--- src/rtl/eth_rx_pkg.sv ---
// Shared types and constants for the Ethernet receive ingress stage.
package eth_rx_pkg;

  typedef enum logic [1:0] {
    IDLE,
    PRE,
    DATA,
    DROP
  } rx_state_t;

  localparam logic [7:0]  PREAMBLE_BYTE = 8'h55;
  localparam logic [7:0]  SFD_BYTE      = 8'hD5;
  localparam logic [31:0] CRC32_POLY    = 32'hEDB88320;
  localparam logic [31:0] CRC32_INIT    = 32'hFFFFFFFF;
  localparam logic [31:0] CRC32_RESIDUE = 32'hDEBB20E3;

endpackage

--- src/rtl/eth_rx_ingress_crc32_d8.sv ---
// Combinational byte-wide reflected CRC-32 update (LSB-first, no final XOR).
module eth_crc32_d8
  import eth_rx_pkg::*;
(
  input  logic [31:0] crc_in,
  input  logic [7:0]  data,
  output logic [31:0] crc_out
);

  logic [31:0] c;

  always_comb begin
    c = crc_in ^ {24'd0, data};
    for (int unsigned i = 0; i < 8; i++) begin
      c = c[0] ? ((c >> 1) ^ CRC32_POLY) : (c >> 1);
    end
    crc_out = c;
  end

endmodule

--- src/rtl/eth_rx_ingress.sv ---
// GMII receive ingress: strips preamble/SFD, writes DA..FCS into the byte FIFO,
// reports per-frame status. FCS checking is built only when RX_FCS_CHECK_EN is defined.
module eth_rx_ingress
  import eth_rx_pkg::*;
#(
  parameter int LEN_W   = 11,
  parameter int MIN_LEN = 64,
  parameter int MAX_LEN = 1518,
  parameter int MIN_PRE = 2
) (
  input  logic             clk,
  input  logic             rst,
  input  logic [7:0]       gmii_rxd,
  input  logic             gmii_rx_dv,
  input  logic             gmii_rx_er,
  input  logic             fifo_full,
  output logic             fifo_write,
  output logic [7:0]       fifo_data,
  output logic             frame_done,
  output logic             frame_err,
  output logic [LEN_W-1:0] frame_len,
  output logic             frame_fcs_bad,
  output logic [15:0]      drop_cnt
);

  rx_state_t        state, state_d;
  logic [3:0]       pre_cnt;
  logic [LEN_W-1:0] len;
  logic             wr_q;
  logic             ovf_q;

  logic             ovf_now;
  logic             accept;
  logic             pre_load;
  logic             pre_inc;
  logic             start_data;
  logic             done_d;
  logic             err_d;
  logic             fcs_bad_d;
  logic             fcs_mismatch;

  assign fifo_write = wr_q & ~fifo_full;

`ifdef RX_FCS_CHECK_EN
  logic [31:0] crc_q;
  logic [31:0] crc_next;

  eth_crc32_d8 u_crc (
    .crc_in  (crc_q),
    .data    (gmii_rxd),
    .crc_out (crc_next)
  );

  assign fcs_mismatch = (crc_q != CRC32_RESIDUE);

  always_ff @(posedge clk) begin
    if (rst) begin
      crc_q <= CRC32_INIT;
    end else if (start_data) begin
      crc_q <= CRC32_INIT;
    end else if (accept) begin
      crc_q <= crc_next;
    end
  end
`else
  assign fcs_mismatch = 1'b0;
`endif

  always_comb begin
    state_d    = state;
    ovf_now    = wr_q & fifo_full;
    accept     = 1'b0;
    pre_load   = 1'b0;
    pre_inc    = 1'b0;
    start_data = 1'b0;
    done_d     = 1'b0;
    err_d      = 1'b0;
    fcs_bad_d  = 1'b0;
    case (state)
      IDLE: begin
        if (gmii_rx_dv) begin
          if (gmii_rxd == PREAMBLE_BYTE) begin
            state_d  = PRE;
            pre_load = 1'b1;
          end else begin
            state_d = DROP;
          end
        end
      end
      PRE: begin
        if (!gmii_rx_dv) begin
          state_d = IDLE;
        end else if (gmii_rx_er) begin
          state_d = DROP;
        end else if (gmii_rxd == PREAMBLE_BYTE) begin
          pre_inc = 1'b1;
        end else if (gmii_rxd == SFD_BYTE && {28'd0, pre_cnt} >= 32'(MIN_PRE)) begin
          state_d    = DATA;
          start_data = 1'b1;
        end else begin
          state_d = DROP;
        end
      end
      DATA: begin
        // An overflow on the final edge still has to be reported in this frame's status.
        if (!gmii_rx_dv) begin
          state_d   = IDLE;
          done_d    = 1'b1;
          fcs_bad_d = fcs_mismatch;
          err_d     = (len < LEN_W'(MIN_LEN)) | ovf_now | ovf_q | fcs_mismatch;
        end else if (ovf_now || gmii_rx_er || len == LEN_W'(MAX_LEN)) begin
          state_d = DROP;
        end else begin
          accept = 1'b1;
        end
      end
      DROP: begin
        if (!gmii_rx_dv) begin
          state_d = IDLE;
          done_d  = 1'b1;
          err_d   = 1'b1;
        end
      end
      default: state_d = IDLE;
    endcase
  end

  always_ff @(posedge clk) begin
    if (rst) begin
      state         <= IDLE;
      pre_cnt       <= '0;
      len           <= '0;
      wr_q          <= 1'b0;
      fifo_data     <= '0;
      ovf_q         <= 1'b0;
      frame_done    <= 1'b0;
      frame_err     <= 1'b0;
      frame_len     <= '0;
      frame_fcs_bad <= 1'b0;
      drop_cnt      <= '0;
    end else begin
      state      <= state_d;
      frame_done <= done_d;
      wr_q       <= accept;
      if (accept) begin
        fifo_data <= gmii_rxd;
      end
      if (pre_load) begin
        pre_cnt <= 4'd1;
      end else if (pre_inc && pre_cnt != 4'd15) begin
        pre_cnt <= pre_cnt + 4'd1;
      end
      if (state == IDLE || start_data) begin
        len <= '0;
      end else if (accept) begin
        len <= len + 1'b1;
      end
      if (start_data) begin
        ovf_q <= 1'b0;
      end else if (ovf_now) begin
        ovf_q <= 1'b1;
      end
      if (done_d) begin
        frame_len     <= len;
        frame_err     <= err_d;
        frame_fcs_bad <= fcs_bad_d;
        if (err_d && drop_cnt != '1) begin
          drop_cnt <= drop_cnt + 16'd1;
        end
      end
    end
  end

endmodule

--- config.mk ---
export PLATFORM = sky130hd
export DESIGN_NAME = eth_rx_ingress
export DESIGN_NICKNAME = d
export VERILOG_FILES = /design/src/rtl/eth_rx_pkg.sv /design/src/rtl/eth_rx_ingress_crc32_d8.sv /design/src/rtl/eth_rx_ingress.sv
export SDC_FILE = /design/constraint.sdc
export NUM_CORES = 1
export LEC_CHECK = 0
export ABC_AREA = 0
export ABC_CLOCK_PERIOD_IN_PS = 5650
export BUFFER_PORTS_ARGS = -buffer_cell sky130_fd_sc_hd__buf_2
export CAP_MARGIN = 10
export CORE_MARGIN = 2
export CORE_UTILIZATION = 24
export CTS_BUF_LIST = sky130_fd_sc_hd__clkbuf_4 sky130_fd_sc_hd__clkbuf_8
export DETAILED_ROUTE_END_ITERATION = 12
export GPL_ROUTABILITY_DRIVEN = 1
export SYNTH_ARGS = -nofsm -noshare
export SYNTH_HDL_FRONTEND = slang
export SYNTH_SLANG_ARGS = --single-unit
--- constraint.sdc ---
create_clock -name clk -period 5.65 [get_ports clk]
set_input_delay 1.13 -clock clk [delete_from_list [all_inputs] [get_ports clk]]
set_output_delay 1.13 -clock clk [all_outputs]
set_load 0.03 [all_outputs]
==> run_results.csv, run 1 <==
group,metric,value,unit
cts,htreeDepth,2,
detailed_routing,route.detailed.drc,0,
worst_hold_path,min_path_cells,2,
logic_synthesis,yosys_warnings,0,
cts,cts_tree,"done",
cts,cts_root_buffer,"clkbuf_8",
setup_path,r2r_start,"state[1]",
logic_synthesis,netlist_area,2550,um^2
sta,relSlewSlack,0.364,
cts,clk_pin_slew,0.11,ns
logic_synthesis,ys_ff_latch,56,
floorplan,io_pins,52,
logic_synthesis,synth_top_area_frac,0.440,
floorplan,start_util,0.247,
logic_synthesis,synth_edf_count,0,
logic_synthesis,synth_nets,309,
cts,cts_resized,0,
global_route,overflow,0,
sta,finalHoldViolCount,0,
floorplan,num_rows,37,
power,power_density,222,nW/um^2
logic_synthesis,synth.distinct_cells,53,
cts,cts_buffers,5,
detailed_routing,vias,2166,
sta,min_period_over_period,0.539,
placed_design,dp.final_hpwl,4.37,mm
power,power,669,uW
cts,clkSinkCount,56,
detailed_routing,ant_nets,0,
flow_run,cap_violations,0,
cells_and_area,nNetsFinal,355,
setup_path,r2r_end,"drop_cnt[12]",
logic_synthesis,netlist_top_cells_area,"dfxtp_1 44%, nand2_1 6.3%, nor2_1 5.3%",
cells_and_area,layout-drive-gt1-share,0.210,
sta,slew_viol_final,0,
detailed_routing,drt_pre_antenna_iters,4,
global_route,grt_pass1_vias,2076,
global_route,grt_use_total,0.107,
cts,post_cts_buffers,0,
setup_path,worstSetupStartpointType,"input port",
detailed_routing,viasPerCell,4.57,
sta,grt_setup_unrepaired,"false",
global_route,grt_pass1_wl,10.1,mm
logic_synthesis,avgSynthCellArea,8.76,um^2
sta,fin_ws,2.61,ns
detailed_routing,drt_wl_total,5.92,mm
cts,clock_latency,0.31,ns
setup_path,cp.required,5.89,ns
worst_hold_path,min_from,"frame_len[6]",
cells_and_area,finish.instance_area,3010,um^2
sta,finalSetupTns,0,ns
status,status,"complete, no violations",
sta,finalClockSkew,0.00385,ns
setup_path,cp.arrival,3.28,ns
floorplan,dieHeight,107,um
sta,timing.fmax,329,MHz
setup_path,crit_type,"in -> reg",
power,p_leak,0.00110,uW
worst_hold_path,min_to,"frame_len[6]",
cells_and_area,antennaDiodeCount,0,
placed_design,port_buffers,50,
logic_synthesis,async_reset_ff_frac,0,
detailed_routing,drt-initial-drc-count,107,
floorplan,chipWidth,107,um
sta,setup_viol,0,
global_route,antenna_found_initial,0,
setup_path,r2r_cells,5,
logic_synthesis,syn_inst,291,
cts,clk_path_buf_depth,2,
worst_hold_path,hold_path.class,"reg -> reg",
logic_synthesis,synth_seq_area_share,0.440,
setup_path,crit_start,"gmii_rx_dv",
cts,ctsHoldBuffers,0,
sta,worst_pin_slew,0.952,ns
floorplan,die-area,11500,um^2
placed_design,dp.cells,465,
placed_design,gp_congestion,0.785,
logic_synthesis,synth_ff_type,"dfxtp_1",
floorplan,coreArea,10300,um^2
placed_design,placed_area,2910,um^2
global_route,grt_max_degree,46,
setup_path,cp_max_fo,13,
setup_path,endpoint_kind,"flop",
setup_path,rrSetupSlack,3.08,ns
placed_design,pre_cts_ws,2.33,ns
cells_and_area,syn_to_final_growth,18.2,%
sta,finalCriticalPeriod,3.04,ns
cells_and_area,final_cells,474,
detailed_routing,wl_per_cell,12.5,um
power,worst_ir_drop_vdd,0.000126,V
logic_synthesis,synth_largest_area_cell,"dfxtp_1",
==> cell usage after synthesis, drive strengths merged (2+ instances only) <==
cell type,number
a31oi,3
nand3,11
a211oi,5
ha,5
nor4,6
or3,2
o211ai,3
nor2,36
o31ai,3
xor2,8
xnor2,11
nor4b,2
nor3,10
nand4,4
and3,3
clkbuf,8
nand4bb,2
nand2,43
mux2i,9
nor2b,3
inv,3
a21oi,21
or4,4
nand2b,2
o21ai,4
buf,5
dfxtp,56
==> cells by family after synthesis <==
group	Yosys count	synth area share
flip-flops	56	0.440
multiplexers	10	0.0412
AO/OA/AOI/OAI	49	0.127
adder cells (fa/ha/maj)	5	0.0245
buffers and inverters	16	0.0295
XOR/XNOR	19	0.0653
AND/OR/NAND/NOR	135	0.271
other	1	0.00147
==> power by group <==
group | total (uW) | switching, uW | leakage [uW] | internal [uW]
Combinational | 39.8 | 26.7 | 0.000603 | 13.1
Clock | 228 | 138 | 0.0000485 | 89.4
Sequential | 401 | 3.36 | 0.000452 | 398
==> stage by stage <==
step | util | hold WS, ns
detailed placement | 0.282 | 0.445
global route | 0.292 | 0.480
finish | 0.292 | 0.455
floorplan | - | 0.442
global placement | 0.282 | 0.446
CTS | 0.291 | 0.461
==> area by class of cell <==
cell class                 instances  area (um^2)
fill                            1150         7310
timing repair buffer              52          265
clock inverter                     3         22.5
clock buffer                       5         68.8
sequential                        56         1120
inverter                           3         11.3
tap                              136          170
multi-input combinational        219         1350
==> placed cells by master (no fill, tap or decap), types with 2 or more instances in the layout <==
| cell type | count |
|---|---|
| a211oi_1 | 5 |
| a21oi_1 | 21 |
| a31oi_1 | 3 |
| and3_1 | 3 |
| buf_2 | 50 |
| buf_4 | 2 |
| clkbuf_8 | 5 |
| dfxtp_1 | 56 |
| ha_1 | 5 |
| inv_1 | 3 |
| mux2i_1 | 9 |
| nand2_1 | 43 |
| nand2b_1 | 2 |
| nand3_1 | 11 |
| nand4_1 | 3 |
| nand4bb_1 | 2 |
| nor2_1 | 36 |
| nor2b_1 | 3 |
| nor3_1 | 10 |
| nor4_1 | 4 |
| nor4_2 | 2 |
| o211ai_1 | 3 |
| o21ai_0 | 3 |
| o31ai_1 | 3 |
| or3_1 | 2 |
| or4_1 | 2 |
| or4_2 | 2 |
| xnor2_1 | 11 |
| xor2_1 | 8 |
==> state kept, by name, indices dropped and copies added (netlist names) <==
name	cells
frame_err	1
ovf_q	1
fifo_data	8
state	2
wr_q	1
frame_len	11
drop_cnt	16
len	11
frame_done	1
pre_cnt	4
==> critical path: stages <==
cell and delay [ns]:
buf_2 0.16, nor2b_1 0.75, a22o_4 0.29, o21ai_2 0.15
or4_2 0.64, a21oi_1 0.15
==> how the worst max path moves through the flow <==
stage	to	slack, ns	cells past startpoint
2_1_floorplan	drop_cnt[14]	2.93	7
3_3_place_gp	drop_cnt[14]	2.43	6
3_5_place_dp	drop_cnt[14]	2.33	6
4_1_cts	drop_cnt[12]	2.67	6
5_1_grt	drop_cnt[12]	2.48	6
6_report	drop_cnt[12]	2.61	6
==> metal layers <==
metal	track usage	vias up	part of all wire
met4	0.0223	0	0.0052
met2	0.169	45	0.45
li1	-	1117	-
met1	0.148	1002	0.50
met5	0	-	0
met3	0.0255	2	0.044
Power figures use the tool's default switching activity.
==> run 2: changes to the inputs <==
--- a/config.mk
+++ b/config.mk
@@ -5,8 +5,8 @@
 export SDC_FILE = /design/constraint.sdc
 export NUM_CORES = 1
 export LEC_CHECK = 0
-export ABC_AREA = 0
-export ABC_CLOCK_PERIOD_IN_PS = 5650
+export ABC_AREA = 1
+export ABC_CLOCK_PERIOD_IN_PS = 2630
 export BUFFER_PORTS_ARGS = -buffer_cell sky130_fd_sc_hd__buf_2
 export CAP_MARGIN = 10
 export CORE_MARGIN = 2
==> constraint.sdc (replaced) <==
create_clock -name clk -period 2.63 [get_ports clk]
set_input_delay 0.526 -clock clk [delete_from_list [all_inputs] [get_ports clk]]
set_output_delay 0.526 -clock clk [all_outputs]
set_load 0.03 [all_outputs]
==> run 2 against run 1 <==
Critical path depth grew 4. Combinational power grew to 6.5 times the previous value. Register-to-register slack got worse by 2.3 ns. Total power grew 150%. Die area grew 15%. Worst hold slack improved by 0.019 ns. First-iteration DRC count up 50%. Worst setup slack got worse by 1.8 ns. Sequential power increased by 130%. Sequential cell count unchanged. Critical endpoint is now len[5].
==> run_results.csv, run 2 <==
group,metric,value,unit
detailed_routing,wl_per_cell,11.7,um
cts,clk_path_buf_depth,2,
cts,cts_resized,0,
power,worst_ir_drop_vdd,0.000286,V
placed_design,dp.final_hpwl,5.63,mm
sta,grt_setup_unrepaired,"false",
setup_path,worstSetupStartpointType,"flop",
logic_synthesis,syn_inst,438,
logic_synthesis,synth_nets,456,
setup_path,rrSetupSlack,0.78,ns
floorplan,io_pins,52,
global_route,grt_pass1_wl,12.3,mm
global_route,grt_pass1_vias,2691,
cts,cts_tree,"done",
logic_synthesis,synth_seq_area_share,0.379,
logic_synthesis,netlist_top_cells_area,"dfxtp_1 38%, nand2_1 16%, nor2_1 7.7%",
cells_and_area,final_common_cell,"nand2_1",
floorplan,chipWidth,115,um
cells_and_area,n_fill_cell,1335,
cells_and_area,final_util,0.285,
cts,post_cts_buffers,0,
cells_and_area,multi_input_area,1600,um^2
sta,timing.fmax,541,MHz
setup_path,crit_slowest_cell,"dfxtp_1",
cells_and_area,syn_to_final_growth,15.9,%
logic_synthesis,synth_top_area_frac,0.379,
logic_synthesis,synth_largest_area_cell,"dfxtp_1",
worst_hold_path,min_from,"gmii_rxd[6]",
detailed_routing,vias,2867,
global_route,grt_max_degree,24,
cells_and_area,nNetsFinal,503,
worst_hold_path,min_path_cells,3,
setup_path,crit_start,"len[0]",
logic_synthesis,ys_ff_latch,56,
global_route,antenna_found_initial,0,
logic_synthesis,synth_common_cells,"125 x nand2_1, 61 x nor2_1, 56 x dfxtp_1",
detailed_routing,ant_nets,0,
power,p_leak,0.00141,uW
setup_path,cp_cell_sequence,"inv_1, ha_1, nand2_1, nor2_1, nand3_1, nand2_2, inv_2, nand3_1, nand2_1, nor2_1",
placed_design,gp_congestion,0.857,
sta,min_period_over_period,0.703,
setup_path,crit_type,"reg -> reg",
setup_path,cp.arrival,2.04,ns
cells_and_area,top_register,"drop_cnt",
cells_and_area,final_cell_mix,"125 x nand2_1, 61 x nor2_1, 56 x dfxtp_1",
logic_synthesis,synth_edf_count,0,
detailed_routing,drt_wl_total,7.42,mm
logic_synthesis,netlist_area,2960,um^2
cts,clk_pin_slew,0.10,ns
cts,clkSinkCount,56,
setup_path,endpoint_kind,"flop",
setup_path,cp_max_fo,23,
cells_and_area,layout-drive-gt1-share,0.179,
logic_synthesis,yosysMostFrequentCell,"nand2_1",
detailed_routing,viasPerCell,4.53,
cts,ctsHoldBuffers,0,
cells_and_area,ff_latch_area,1120,um^2
worst_hold_path,min_to,"fifo_data[6]",
cts,clock_latency,0.31,ns
floorplan,dieHeight,115,um
global_route,grt_use_total,0.113,
sta,finalCriticalPeriod,1.85,ns
power,power_density,482,nW/um^2
placed_design,port_buffers,50,
floorplan,start_util,0.246,
setup_path,r2r_start,"len[0]",
logic_synthesis,avgSynthCellArea,6.75,um^2
logic_synthesis,synth.distinct_cells,31,
floorplan,coreArea,12000,um^2
cts,htreeDepth,2,
sta,finalClockSkew,0.0100,ns
cells_and_area,largest_reg_flops,16,
floorplan,num_rows,40,
logic_synthesis,async_reset_ff_frac,0,
worst_hold_path,hold_path.class,"in -> reg",
logic_synthesis,yosys_warnings,0,
detailed_routing,route.detailed.drc,0,
setup_path,r2r_end,"len[5]",
cts,cts_root_buffer,"clkbuf_8",
setup_path,critPathMaxStageDelay,0.43,ns
sta,slew_viol_final,0,
setup_path,r2r_cells,10,
detailed_routing,drt_pre_antenna_iters,4,
flow_run,cap_violations,0,
logic_synthesis,synth_ff_type,"dfxtp_1",
cts,cts_buffers,5,
status,status,"complete, no violations",
sta,setup_viol,0,
sta,finalHoldViolCount,0,
setup_path,cp.required,2.82,ns
cells_and_area,reg_top3,"drop_cnt: 16 flops, frame_len: 11 flops, len: 11 flops",
cells_and_area,antennaDiodeCount,0,
sta,finalSetupTns,0,ns
floorplan,die-area,13200,um^2
detailed_routing,drt-initial-drc-count,160,
global_route,overflow,0,
[run 2: changes by cell type after synthesis, moves of 11 or more]
cell | previous run | this run
inv_1 | 3 | 37
nor2_1 | 36 | 61
nand3_1 | 11 | 22
o21ai_0 | 3 | 20
nand2_1 | 43 | 125
a21oi_1 | 21 | 35
[run 2: critical path: cells and delay by family, from the launching register on]
family / cells / cell delay [ns]
buf+inv: 2 / 0.47
fa+ha+maj: 1 / 0.20
flops: 1 / 0.43
simple gates: 7 / 0.63
[run 2: logic make-up after synthesis]
family | count (synthesis) | share of synthesized area
buffers and inverters | 57 | 0.0816
flip-flops | 56 | 0.379
AO/OA/AOI/OAI | 71 | 0.134
XOR/XNOR | 11 | 0.0326
AND/OR/NAND/NOR | 237 | 0.350
adder cells (fa/ha/maj) | 5 | 0.0212
other | 1 | 0.00127
[run 2: worst max-delay path by stage]
stage	cells after the start	endpoint	slack, ns
after floorplan	9	drop_cnt[2]	0.82
after global placement	9	len[5]	0.70
after detailed placement	9	len[5]	0.71
after CTS	10	len[5]	0.74
after global routing	11	len[5]	0.50
final	10	len[5]	0.78
[run 2: cell type report]
class                      count  area share
clock inverter                 3     0.00620
tap                          147      0.0536
clock buffer                   5      0.0201
sequential                    56       0.327
multi-input combinational    325       0.465
timing repair buffer          53      0.0796
inverter                      44      0.0482
[run 2: power by group]
group	switching, uW	leakage, uW	internal (uW)
Clock	298	0.0000445	190
Combinational	187	0.000910	70.4
Sequential	25.2	0.000453	882
Total	510	0.00141	1140
[run 2: routing by layer]
layer | wire (um) | GRT usage | part of all wire
met1 | 3440 | 0.140 | 0.46
met2 | 3610 | 0.200 | 0.49
met3 | 268 | 0.0200 | 0.036
met4 | 100 | 0.0289 | 0.013
met5 | 0 | 0 | 0
[run 2: through the flow]
step                      instances  hold slack (ns)  area, um^2  worst slack, ns  total power (uW)
after global routing            633            0.480        3430            0.502              1730
after global placement          625            0.473        3340            0.699              1180
after floorplan                 438            0.463        2960            0.819              1110
final                           633            0.473        3430            0.781              1650
after detailed placement        625            0.477        3340            0.706              1190
after CTS                       633            0.463        3430            0.742              1680
==> run 3: changes to the inputs <==
--- a/config.mk
+++ b/config.mk
@@ -5,8 +5,8 @@
 export SDC_FILE = /design/constraint.sdc
 export NUM_CORES = 1
 export LEC_CHECK = 0
-export ABC_AREA = 1
-export ABC_CLOCK_PERIOD_IN_PS = 2630
+export ABC_AREA = 0
+export ABC_CLOCK_PERIOD_IN_PS = 1600
 export BUFFER_PORTS_ARGS = -buffer_cell sky130_fd_sc_hd__buf_2
 export CAP_MARGIN = 10
 export CORE_MARGIN = 2
==> constraint.sdc (replaced) <==
create_clock -name clk -period 1.6 [get_ports clk]
set_input_delay 0.32 -clock clk [delete_from_list [all_inputs] [get_ports clk]]
set_output_delay 0.32 -clock clk [all_outputs]
set_load 0.03 [all_outputs]
==> run 3 against run 2 <==
The flow now finishes with violations (negative setup slack). Sequential cell count stayed put. Global-route usage is 1.3 points higher. Worst setup slack worse by 0.94 ns. Combinational power is 14% lower. Cell count is 14% lower. Critical path type unchanged.
==> run_results.csv, run 3 (synthesis results as in run 1) <==
group,metric,value,unit
status,status,"finished with violations",
status,violations,"negative setup slack",
setup_path,cp_max_fo,5,
cells_and_area,final_util,0.385,
placed_design,dp.cells,529,
cts,clk_pin_slew,0.11,ns
detailed_routing,viasPerCell,4.57,
setup_path,r2r_end,"drop_cnt[1]",
detailed_routing,drt_wl_total,7.00,mm
cells_and_area,n_fill_cell,1062,
sta,min_period_over_period,1.10,
cells_and_area,largest_reg_flops,16,
cells_and_area,final_cell_mix,"62 x buf_4, 50 x buf_2, 41 x nand2_1",
setup_path,r2r_cells,6,
detailed_routing,wl_per_cell,12.8,um
power,worst_ir_drop_vdd,0.000344,V
sta,finalHoldViolCount,0,
sta,grt_setup_unrepaired,"true",
sta,finalClockSkew,0.0128,ns
setup_path,worstSetupStartpointType,"flop",
setup_path,cp_top_family,"simple AND/OR/NAND/NOR gates",
sta,timing.fmax,568,MHz
power,p_sw,602,uW
power,sw_frac_of_total,0.247,
global_route,grt_use_total,0.126,
floorplan,coreArea,10300,um^2
power,internal-power,1830,uW
floorplan,io_pins,52,
worst_hold_path,min_to,"fifo_data[3]",
placed_design,dp.final_hpwl,5.06,mm
sta,finalCriticalPeriod,1.76,ns
worst_hold_path,min_path_cells,3,
detailed_routing,vias,2490,
cts,cts_buffers,5,
cells_and_area,final_cells,545,
setup_path,cp_cell_sequence,"nand4_4, or4_4, o21ai_4, buf_6, mux2i_1, nor2_1",
power,power_density,612,nW/um^2
setup_path,r2r_start,"drop_cnt[8]",
cells_and_area,syn_to_final_growth,56.1,%
cells_and_area,reg_top3,"drop_cnt: 16 flops, frame_len: 11 flops, len: 11 flops",
worst_hold_path,min_from,"gmii_rxd[3]",
floorplan,num_rows,37,
global_route,grt_max_degree,26,
setup_path,crit_type,"reg -> reg",
setup_path,rrSetupSlack,-0.16,ns
detailed_routing,ant_nets,0,
floorplan,dieHeight,107,um
detailed_routing,drt-initial-drc-count,65,
setup_path,cp.required,1.80,ns
cts,htreeDepth,2,
cts,clkSinkCount,56,
global_route,grt_pass1_wl,11.7,mm
worst_hold_path,hold_path.class,"in -> reg",
setup_path,cp.arrival,1.96,ns
floorplan,chipWidth,107,um
cts,clock_latency,0.31,ns
power,sequentialPowerShare,0.574,
cts,ctsHoldBuffers,0,
sta,fin_ws,-0.162,ns
cts,cts_root_buffer,"clkbuf_8",
global_route,grt_pass1_vias,2547,
cells_and_area,antennaDiodeCount,0,
cts,cts_tree,"done",
setup_path,crit_slowest_cell,"or4_4",
setup_path,endpoint_kind,"flop",
placed_design,port_buffers,50,
placed_design,gp_congestion,0.795,
flow_run,cap_violations,0,
power,p_leak,0.00155,uW
detailed_routing,route.detailed.drc,0,
cells_and_area,top_register,"drop_cnt",
sta,finalSetupTns,-2.17,ns
detailed_routing,drt_pre_antenna_iters,4,
power,power_frac_comb,0.092,
global_route,antenna_found_initial,0,
cells_and_area,layout-drive-gt1-share,0.506,
cells_and_area,nNetsFinal,426,
power,clkPwrFrac,0.334,
global_route,overflow,0,
floorplan,start_util,0.247,
sta,setup_viol,32,
setup_path,critPathMaxStageDelay,0.58,ns
sta,slew_viol_final,0,
cts,clk_path_buf_depth,2,
cells_and_area,final_common_cell,"buf_4",
floorplan,die-area,11500,um^2
setup_path,crit_buf_inv,1,
[run 3: how the worst max path moves through the flow]
| stage | start | endpoint | slack, ns | cells after the start |
|---|---|---|---|---|
| finish | drop_cnt[8] | drop_cnt[1] | -0.16 | 6 |
| global route | drop_cnt[8] | drop_cnt[1] | -0.25 | 6 |
| CTS | drop_cnt[8] | drop_cnt[13] | -0.15 | 6 |
| detailed placement | gmii_rx_dv | drop_cnt[12] | -0.26 | 6 |
| global placement | gmii_rx_dv | drop_cnt[12] | -0.23 | 6 |
| floorplan | drop_cnt[7] | drop_cnt[10] | -0.34 | 7 |
[run 3: final cells by class]
class,count,area (um^2),share of cell area
Tap cell,136,170,0.0428
Timing Repair Buffer,123,873,0.219
Multi-Input combinational cell,219,1660,0.417
Clock inverter,2,10.0,0.00252
Inverter,3,11.3,0.00283
Clock buffer,6,82.6,0.0208
Sequential cell,56,1170,0.295
[run 3: power groups by stage]
stage               logic (uW)  clock network (uW)  registers, uW
finish                     223                 814           1400
global route               243                 908           1400
CTS                        209                 853           1400
detailed placement         191                   0           1430
global placement           189                   0           1430
floorplan                 93.1                   0           1450
[run 3: per-layer routing]
metal,routed length [um],vias up,track usage
li1,-,1258,-
met4,60,0,0.0288
met2,3510,42,0.226
met1,3160,1184,0.153
met5,0,-,0
met3,265,6,0.0274
[run 3: repair_timing]
action / 4_1_cts / 5_1_grt
endpoints found under the setup margin: 37 / 39
resized for setup: 37 / 30
gates cloned: 1 / 0
buffers inserted: 9 / 3
pin swaps: 30 / 17
[run 3: metrics by stage]
stage	instance area [um^2]	hold slack, ns	worst slack (ns)	power, uW
finish	3980	0.259	-0.162	2440
global route	3980	0.290	-0.246	2550
CTS	3850	0.247	-0.152	2460
detailed placement	3500	0.446	-0.256	1630
global placement	3500	0.445	-0.227	1620
floorplan	2660	0.442	-0.336	1550
[run 3: tightest hold or removal path, stage by stage]
cell and delay, ns:
buf_2 0.08, mux2i_1 0.06, nor2_1 0.07
